<file path="config.mk">
export PLATFORM = sky130hd
export DESIGN_NAME = jpeg_dct_seq_flat
export DESIGN_NICKNAME = d
export VERILOG_FILES = /design/src/rtl/jpeg_dct_seq_if.sv /design/src/rtl/jpeg_dct_seq.sv /design/src/flat_wrapper.sv
export SDC_FILE = /design/constraint.sdc
export NUM_CORES = 1
export LEC_CHECK = 0
export CAP_MARGIN = 20
export CELL_PAD_IN_SITES_DETAIL_PLACEMENT = 0
export CELL_PAD_IN_SITES_GLOBAL_PLACEMENT = 1
export CORE_MARGIN = 5
export CORE_UTILIZATION = 39
export CTS_CLUSTER_DIAMETER = 30
export CTS_CLUSTER_SIZE = 20
export DETAILED_ROUTE_END_ITERATION = 8
export PLACE_DENSITY_LB_ADDON = 0.25
export REMOVE_ABC_BUFFERS = 1
export SLEW_MARGIN = 10
export SYNTH_ARGS = -nofsm -noshare
export SYNTH_HDL_FRONTEND = slang
export SYNTH_SLANG_ARGS = --single-unit
</file>
<file path="constraint.sdc">
create_clock -name clk_i -period 3.04 [get_ports clk_i]
set_clock_uncertainty 0.05 [all_clocks]
set_input_delay 0.456 -clock clk_i [delete_from_list [all_inputs] [get_ports clk_i]]
set_output_delay 0.456 -clock clk_i [all_outputs]
set_load 0.005 [all_outputs]
</file>
<file path="src/rtl/jpeg_dct_seq_if.sv">
// Control bundle between the JPEG DCT sequencer and the datapath/DMA around it.
// The sequencer uses the master modport; the DMA side and datapath use slave.
interface jpeg_dct_seq_if;
  logic        start_i;
  logic        abort_i;
  logic        busy_o;
  logic        done_o;
  logic [8:0]  rd_addr_o;
  logic        row_valid_o;
  logic        dct_en_o;
  logic        mux1_o;
  logic        t_wr_o;
  logic        t_rd_o;
  logic [1:0]  mux2_sel_o;
  logic [5:0]  rec_idx_o;
  logic        out_we_o;
  logic [4:0]  out_addr_o;
  logic [15:0] blocks_o;

  modport master (
    input  start_i, abort_i,
    output busy_o, done_o, rd_addr_o, row_valid_o, dct_en_o, mux1_o,
           t_wr_o, t_rd_o, mux2_sel_o, rec_idx_o, out_we_o, out_addr_o,
           blocks_o
  );

  modport slave (
    output start_i, abort_i,
    input  busy_o, done_o, rd_addr_o, row_valid_o, dct_en_o, mux1_o,
           t_wr_o, t_rd_o, mux2_sel_o, rec_idx_o, out_we_o, out_addr_o,
           blocks_o
  );
endinterface

</file>
<file path="src/rtl/jpeg_dct_seq.sv">
// 8x8 JPEG DCT block sequencer: row pass from input memory, transpose,
// column pass, quantiser pair writes to output memory. All outputs registered.
module jpeg_dct_seq #(
  parameter int unsigned DCT_LAT = 2,
  parameter logic [8:0]  IN_BASE = 9'h000
) (
  input  logic          clk_i,
  input  logic          rst_ni,
  jpeg_dct_seq_if.master bus
);

  typedef enum logic [2:0] {
    IDLE,
    LOAD,
    ROWDRAIN,
    COL,
    COLDRAIN
  } state_e;

  state_e      state_q, state_d;
  logic [3:0]  word_q, word_d;
  logic [2:0]  rc_q, rc_d;
  logic [1:0]  pair_q, pair_d;

  logic        busy_q, busy_d;
  logic        done_q, done_d;
  logic        rv_q, rv_d;
  logic        trd_q, trd_d;
  logic        m1_q, m1_d;
  logic        we_q, we_d;
  logic [8:0]  rd_addr_q, rd_addr_d;
  logic [1:0]  m2_q, m2_d;
  logic [5:0]  rec_q, rec_d;
  logic [4:0]  addr_q, addr_d;
  logic [15:0] blocks_q;

  // Delay lines modelling the DCT latency for row results and column results.
  logic [DCT_LAT-1:0] rv_pipe_q;
  logic [DCT_LAT-1:0] trd_pipe_q;

  logic kill;
  logic last_wr;
  logic kick;

  assign kill    = bus.abort_i && (state_q != IDLE);
  assign last_wr = we_q && (addr_q == 5'd31);
  assign kick    = trd_pipe_q[DCT_LAT-1];

  // State register
  always_ff @(posedge clk_i or negedge rst_ni) begin
    if (!rst_ni) begin
      state_q <= IDLE;
      word_q  <= '0;
      rc_q    <= '0;
      pair_q  <= '0;
    end else begin
      state_q <= state_d;
      word_q  <= word_d;
      rc_q    <= rc_d;
      pair_q  <= pair_d;
    end
  end

  // Next-state logic; the row/column counter counts transpose writes during
  // the row pass and wraps to 0 exactly on the 8th, ready for the column pass.
  always_comb begin
    state_d = state_q;
    word_d  = word_q;
    rc_d    = rc_q;
    pair_d  = pair_q;
    if (kill) begin
      state_d = IDLE;
      word_d  = '0;
      rc_d    = '0;
      pair_d  = '0;
    end else begin
      unique case (state_q)
        IDLE: begin
          if (bus.start_i && !bus.abort_i) begin
            state_d = LOAD;
            word_d  = '0;
            rc_d    = '0;
            pair_d  = '0;
          end
        end
        LOAD: begin
          word_d = word_q + 4'd1;
          if (bus.t_wr_o) rc_d = rc_q + 3'd1;
          if (word_q == 4'd15) state_d = ROWDRAIN;
        end
        ROWDRAIN: begin
          if (bus.t_wr_o) begin
            rc_d = rc_q + 3'd1;
            if (rc_q == 3'd7) begin
              state_d = COL;
              pair_d  = '0;
            end
          end
        end
        COL: begin
          pair_d = pair_q + 2'd1;
          if (pair_q == 2'd3) begin
            rc_d = rc_q + 3'd1;
            if (rc_q == 3'd7) state_d = COLDRAIN;
          end
        end
        COLDRAIN: begin
          if (last_wr) state_d = IDLE;
        end
        default: state_d = IDLE;
      endcase
    end
  end

  // Output logic: next values of every registered output.
  // Column windows abut, so a write continues until the pair wraps and the
  // next column's delayed t_rd restarts it on the following cycle.
  always_comb begin
    busy_d    = (state_d != IDLE);
    m1_d      = (state_d == COL) || (state_d == COLDRAIN);
    rd_addr_d = (state_d == LOAD) ? IN_BASE + {5'd0, word_d} : IN_BASE;
    rv_d      = !kill && (state_q == LOAD) && word_q[0];
    trd_d     = (state_d == COL) && (pair_d == 2'd0);
    done_d    = !kill && (state_q == COLDRAIN) && last_wr;
    we_d      = !kill && (kick || (we_q && (addr_q[1:0] != 2'd3)));
    addr_d    = (we_d && we_q) ? addr_q + 5'd1 : '0;
    m2_d      = addr_d[1:0];
    rec_d     = {addr_d, 1'b0};
  end

  // Output registers
  always_ff @(posedge clk_i or negedge rst_ni) begin
    if (!rst_ni) begin
      busy_q     <= 1'b0;
      done_q     <= 1'b0;
      rv_q       <= 1'b0;
      trd_q      <= 1'b0;
      m1_q       <= 1'b0;
      we_q       <= 1'b0;
      rd_addr_q  <= IN_BASE;
      m2_q       <= '0;
      rec_q      <= '0;
      addr_q     <= '0;
      blocks_q   <= '0;
      rv_pipe_q  <= '0;
      trd_pipe_q <= '0;
    end else begin
      busy_q     <= busy_d;
      done_q     <= done_d;
      rv_q       <= rv_d;
      trd_q      <= trd_d;
      m1_q       <= m1_d;
      we_q       <= we_d;
      rd_addr_q  <= rd_addr_d;
      m2_q       <= m2_d;
      rec_q      <= rec_d;
      addr_q     <= addr_d;
      blocks_q   <= blocks_q + {15'd0, done_d};
      rv_pipe_q  <= kill ? '0 : ((rv_pipe_q << 1) | DCT_LAT'(rv_q));
      trd_pipe_q <= kill ? '0 : ((trd_pipe_q << 1) | DCT_LAT'(trd_q));
    end
  end

  assign bus.busy_o      = busy_q;
  assign bus.dct_en_o    = busy_q;
  assign bus.done_o      = done_q;
  assign bus.rd_addr_o   = rd_addr_q;
  assign bus.row_valid_o = rv_q;
  assign bus.mux1_o      = m1_q;
  assign bus.t_wr_o      = rv_pipe_q[DCT_LAT-1];
  assign bus.t_rd_o      = trd_q;
  assign bus.mux2_sel_o  = m2_q;
  assign bus.rec_idx_o   = rec_q;
  assign bus.out_we_o    = we_q;
  assign bus.out_addr_o  = addr_q;
  assign bus.blocks_o    = blocks_q;

endmodule
</file>
<file path="src/flat_wrapper.sv">
// flat-port wrapper written by rule: the top's interface ports become plain ports
module jpeg_dct_seq_flat 
#(
  parameter int unsigned DCT_LAT = 2,
  parameter logic [8:0]  IN_BASE = 9'h000
)
  (clk_i, rst_ni, bus_start_i, bus_abort_i, bus_busy_o, bus_done_o, bus_rd_addr_o, bus_row_valid_o, bus_dct_en_o, bus_mux1_o, bus_t_wr_o, bus_t_rd_o, bus_mux2_sel_o, bus_rec_idx_o, bus_out_we_o, bus_out_addr_o, bus_blocks_o);
  jpeg_dct_seq_if bus_i ();
  input  logic clk_i;
  input  logic rst_ni;
  input wire logic [$bits(bus_i.start_i)-1:0] bus_start_i;
  input wire logic [$bits(bus_i.abort_i)-1:0] bus_abort_i;
  output wire logic [$bits(bus_i.busy_o)-1:0] bus_busy_o;
  output wire logic [$bits(bus_i.done_o)-1:0] bus_done_o;
  output wire logic [$bits(bus_i.rd_addr_o)-1:0] bus_rd_addr_o;
  output wire logic [$bits(bus_i.row_valid_o)-1:0] bus_row_valid_o;
  output wire logic [$bits(bus_i.dct_en_o)-1:0] bus_dct_en_o;
  output wire logic [$bits(bus_i.mux1_o)-1:0] bus_mux1_o;
  output wire logic [$bits(bus_i.t_wr_o)-1:0] bus_t_wr_o;
  output wire logic [$bits(bus_i.t_rd_o)-1:0] bus_t_rd_o;
  output wire logic [$bits(bus_i.mux2_sel_o)-1:0] bus_mux2_sel_o;
  output wire logic [$bits(bus_i.rec_idx_o)-1:0] bus_rec_idx_o;
  output wire logic [$bits(bus_i.out_we_o)-1:0] bus_out_we_o;
  output wire logic [$bits(bus_i.out_addr_o)-1:0] bus_out_addr_o;
  output wire logic [$bits(bus_i.blocks_o)-1:0] bus_blocks_o;
  assign bus_i.start_i = bus_start_i;
  assign bus_i.abort_i = bus_abort_i;
  assign bus_busy_o = bus_i.busy_o;
  assign bus_done_o = bus_i.done_o;
  assign bus_rd_addr_o = bus_i.rd_addr_o;
  assign bus_row_valid_o = bus_i.row_valid_o;
  assign bus_dct_en_o = bus_i.dct_en_o;
  assign bus_mux1_o = bus_i.mux1_o;
  assign bus_t_wr_o = bus_i.t_wr_o;
  assign bus_t_rd_o = bus_i.t_rd_o;
  assign bus_mux2_sel_o = bus_i.mux2_sel_o;
  assign bus_rec_idx_o = bus_i.rec_idx_o;
  assign bus_out_we_o = bus_i.out_we_o;
  assign bus_out_addr_o = bus_i.out_addr_o;
  assign bus_blocks_o = bus_i.blocks_o;
  jpeg_dct_seq #(.DCT_LAT(DCT_LAT), .IN_BASE(IN_BASE)) u_core (.clk_i(clk_i), .rst_ni(rst_ni), .bus(bus_i));
endmodule
</file>
==> flow_metrics.tcl <==
set metrics [dict create \
    maxSlewViolCount 0 \
    yosysSeqAreaShare_pct 50.6 \
    setup_violations 0 \
    synth_top_family_by_area "simple AND/OR/NAND/NOR gates" \
    num_io_pins 50 \
    yosys.area_share.adder_pct 4.74 \
    dieArea_um2 7600 \
    vias_per_cell 4.92 \
    rows 28 \
    drtAntennaViolNets 0 \
    synthXorXnorAreaFrac_pct 6.03 \
    final_hold_viol_count 0 \
    synth-compound-area-share_pct 9.54 \
    worst_pin_slew_ns 0.600 \
    post_cts_buffers 0 \
    clk_pin_slew_ns 0.09 \
    fmax_mhz 371 \
    cpPeakStageDelay_ns 0.42 \
    grt_max_degree 48 \
    fin_ws_ns 0.345 \
    wl_per_cell_um 13.1 \
    numCtsBuffers 5 \
    cts_tree "done" \
    cts.path.max_buffers 2 \
    gp_congestion 0.738 \
    crit_path_start_kind "flop" \
    min_period_over_period_pct 88.6 \
    synth_edf_count 0 \
    grt_pass1_vias 1514 \
    start_util_pct 39.7 \
    syn_area_um2 2320 \
    grt_pass1_wl_um 7330 \
    ys.flop_type "dfrtp_1" \
    final_util_pct 48.9 \
    pre_cts_slack_ns 0.0183 \
    layout.cells.non_filler 333 \
    dieWidth_um 87.2 \
    grt_overflow 0 \
    synthMuxAreaShare_pct 2.26 \
    nets 269 \
    criticalPathCategory "reg2reg" \
    grtUsageTotal_pct 12.3 \
    first_pass_iters 4 \
    crit_fanout 6 \
    max_slew_margin_pct 59.7 \
    finalPower_uw 1410 \
    cts.sinks 47 \
    synth_area_per_cell_um2 10.6 \
    maxCapViolCount 0 \
    clock_latency_ns 0.29 \
    core_area_um2 5850 \
    root_buffer "clkbuf_8" \
    via_count 1640 \
    syn_inst 219 \
    cellPowerDensity_nw_per_um2 493 \
    crit_arrival_ns 2.83 \
    grt_antenna_before_repair 0 \
    cts_max_level 2 \
    yosysWarnings 0 \
    die_y_um 87.2 \
    run_status "complete, no violations" \
    hold_path_class "in2async" \
    crit_path_frequent_cell "ha_1" \
    synthSimpleGateAreaFrac_pct 19.2 \
    finalSetupTns_ns 0 \
    n_antenna_cell 0 \
    dp.final_hpwl_um 3160 \
    vdd_drop_max_v 0.000221 \
    ys_types 48 \
    ys_ff_latch 47 \
    drt_wl_total_um 4360 \
    rsz0062_at_grt "no" \
    cp-end-kind "flop" \
    dp_cells 324 \
    critPathSlowestCell "dfrtp_1" \
    synthArstFlopShare_pct 100 \
    drc 0 \
    io_buffers 43 \
    path_cells "ha_1, and3_1, ha_1, nand2_1, nor4b_2, ha_1, nand3_1, nor4_2, nand3_1, xnor2_1" \
    synthToLayoutAreaGrowth_pct 23.1 \
    power_leakage_uw 0.00133 \
    crit_required_ns 3.18 \
    drive_gt1_share_pct 7.36 \
    drt_iter0_markers 45 \
    finalCriticalPeriod_ns 2.69 \
]
==> where the power goes <==
part           internal [µW]  total (µW)  switching [µW]
combinational            167         347             180
clock                    161         364             203
sequential               671         699            27.9
==> placed cells by master, fill, tap and decap left out, types with 5 or more instances in the layout <==
| cell | count |
|---|---|
| clkdlybuf4s50_1 | 42 |
| ha_1 | 8 |
| xnor2_1 | 12 |
| o21ai_1 | 6 |
| clkbuf_8 | 5 |
| conb_1 | 6 |
| and2_1 | 6 |
| nand2_1 | 14 |
| dfrtp_1 | 47 |
| inv_1 | 8 |
| nor2_1 | 14 |
| nor2b_1 | 9 |
| nand3_1 | 15 |
==> stage by stage <==
stage | area (µm²) | hold WS (ns)
floorplan | 2200 | 0.110
global placement | 2740 | 0.392
detailed placement | 2740 | 0.394
CTS | 2830 | 0.324
global route | 2860 | 0.102
finish | 2860 | 0.0720
==> worst max-delay path, delay by kind of cell, from the launching register on <==
kind          cells  cell delay (ns)
fa+ha+maj         3             0.64
xor+xnor          1             0.14
flops             1             0.42
simple gates      6             1.34
==> final cells by class <==
cell class	count	area (µm²)
Inverter	8	30.0
Tap cell	75	93.8
Sequential cell	47	1180
Fill cell	539	2990
Clock buffer	6	72.6
Timing Repair Buffer	47	468
Clock inverter	2	12.5
Multi-Input combinational cell	148	1010
==> state kept, by name, indices dropped and copies added (netlist names) <==
signal / cells
u_core.state_q: 3
u_core.bus.rd_addr_o: 4
u_core.bus.t_rd_o: 1
u_core.bus.blocks_o: 16
u_core.bus.row_valid_o: 1
u_core.rv_pipe_q: 2
u_core.bus.rec_idx_o: 4
u_core.bus.mux2_sel_o: 1
u_core.bus.done_o: 1
u_core.pair_q: 2
u_core.bus.mux1_o: 1
u_core.word_q: 4
u_core.trd_pipe_q: 2
u_core.bus.out_we_o: 1
u_core.rc_q: 3
u_core.bus.busy_o: 1
==> path summary, 6_finish.rpt <==
kind	startpoint	end	slack (ns)	cells after the start
max	u_core.bus.mux2_sel_o[0]	u_core.bus.blocks_o[15]	0.35	10
min	rst_ni	u_core.bus.blocks_o[5]	0.07	1
max reg2reg	u_core.bus.mux2_sel_o[0]	u_core.bus.blocks_o[15]	0.35	10
min reg2reg	u_core.trd_pipe_q[0]	u_core.trd_pipe_q[1]	0.41	1
max in group asynchronous	rst_ni	u_core.bus.rec_idx_o[3]	2.36	2
min in group clk_i	u_core.trd_pipe_q[0]	u_core.trd_pipe_q[1]	0.41	1
==> cells in the mapped netlist (2+ instances only) <==
library cell	count	area (µm²)
mux2i_1	3	30.0
and3_1	4	25.0
nor4b_1	2	17.5
xor2_1	4	35.0
nand4_1	3	18.8
a21o_1	3	22.5
clkbuf_1	4	15.0
nor2_1	14	52.6
or2_1	2	12.5
a21oi_1	4	20.0
nand3_1	15	75.1
nor4_1	2	12.5
and3b_1	2	17.5
o21ai_1	6	30.0
ha_1	8	100
nand2b_1	2	12.5
nor3_1	4	20.0
dfrtp_1	47	1180
a22o_1	2	17.5
inv_1	8	30.0
nand2_1	14	52.6
nor2b_1	9	56.3
buf_4	14	105
xnor2_1	12	105
and2_1	6	37.5
buf_2	2	10.0
a21boi_1	2	15.0
==> cells by family after synthesis <==
family,count (synthesis)
XOR/XNOR,16
AND/OR/NAND/NOR,83
multiplexers,5
buffers and inverters,29
other,1
AO/OA/AOI/OAI,29
flip-flops,47
adder cells (fa/ha/maj),9
==> routing by layer <==
layer	global-route usage, %	part of all wire [%]
met1	17.3	47
met4	4.18	1.4
met3	3.41	6.0
met2	18.3	45
met5	0	0
==> timing repair <==
action / in CTS / in global routing
hold buffers: 0 / 0
resized for setup: 1 / 1
endpoints found under the setup margin: 1 / 2
No activity file was read; power rests on OpenSTA's default activity.
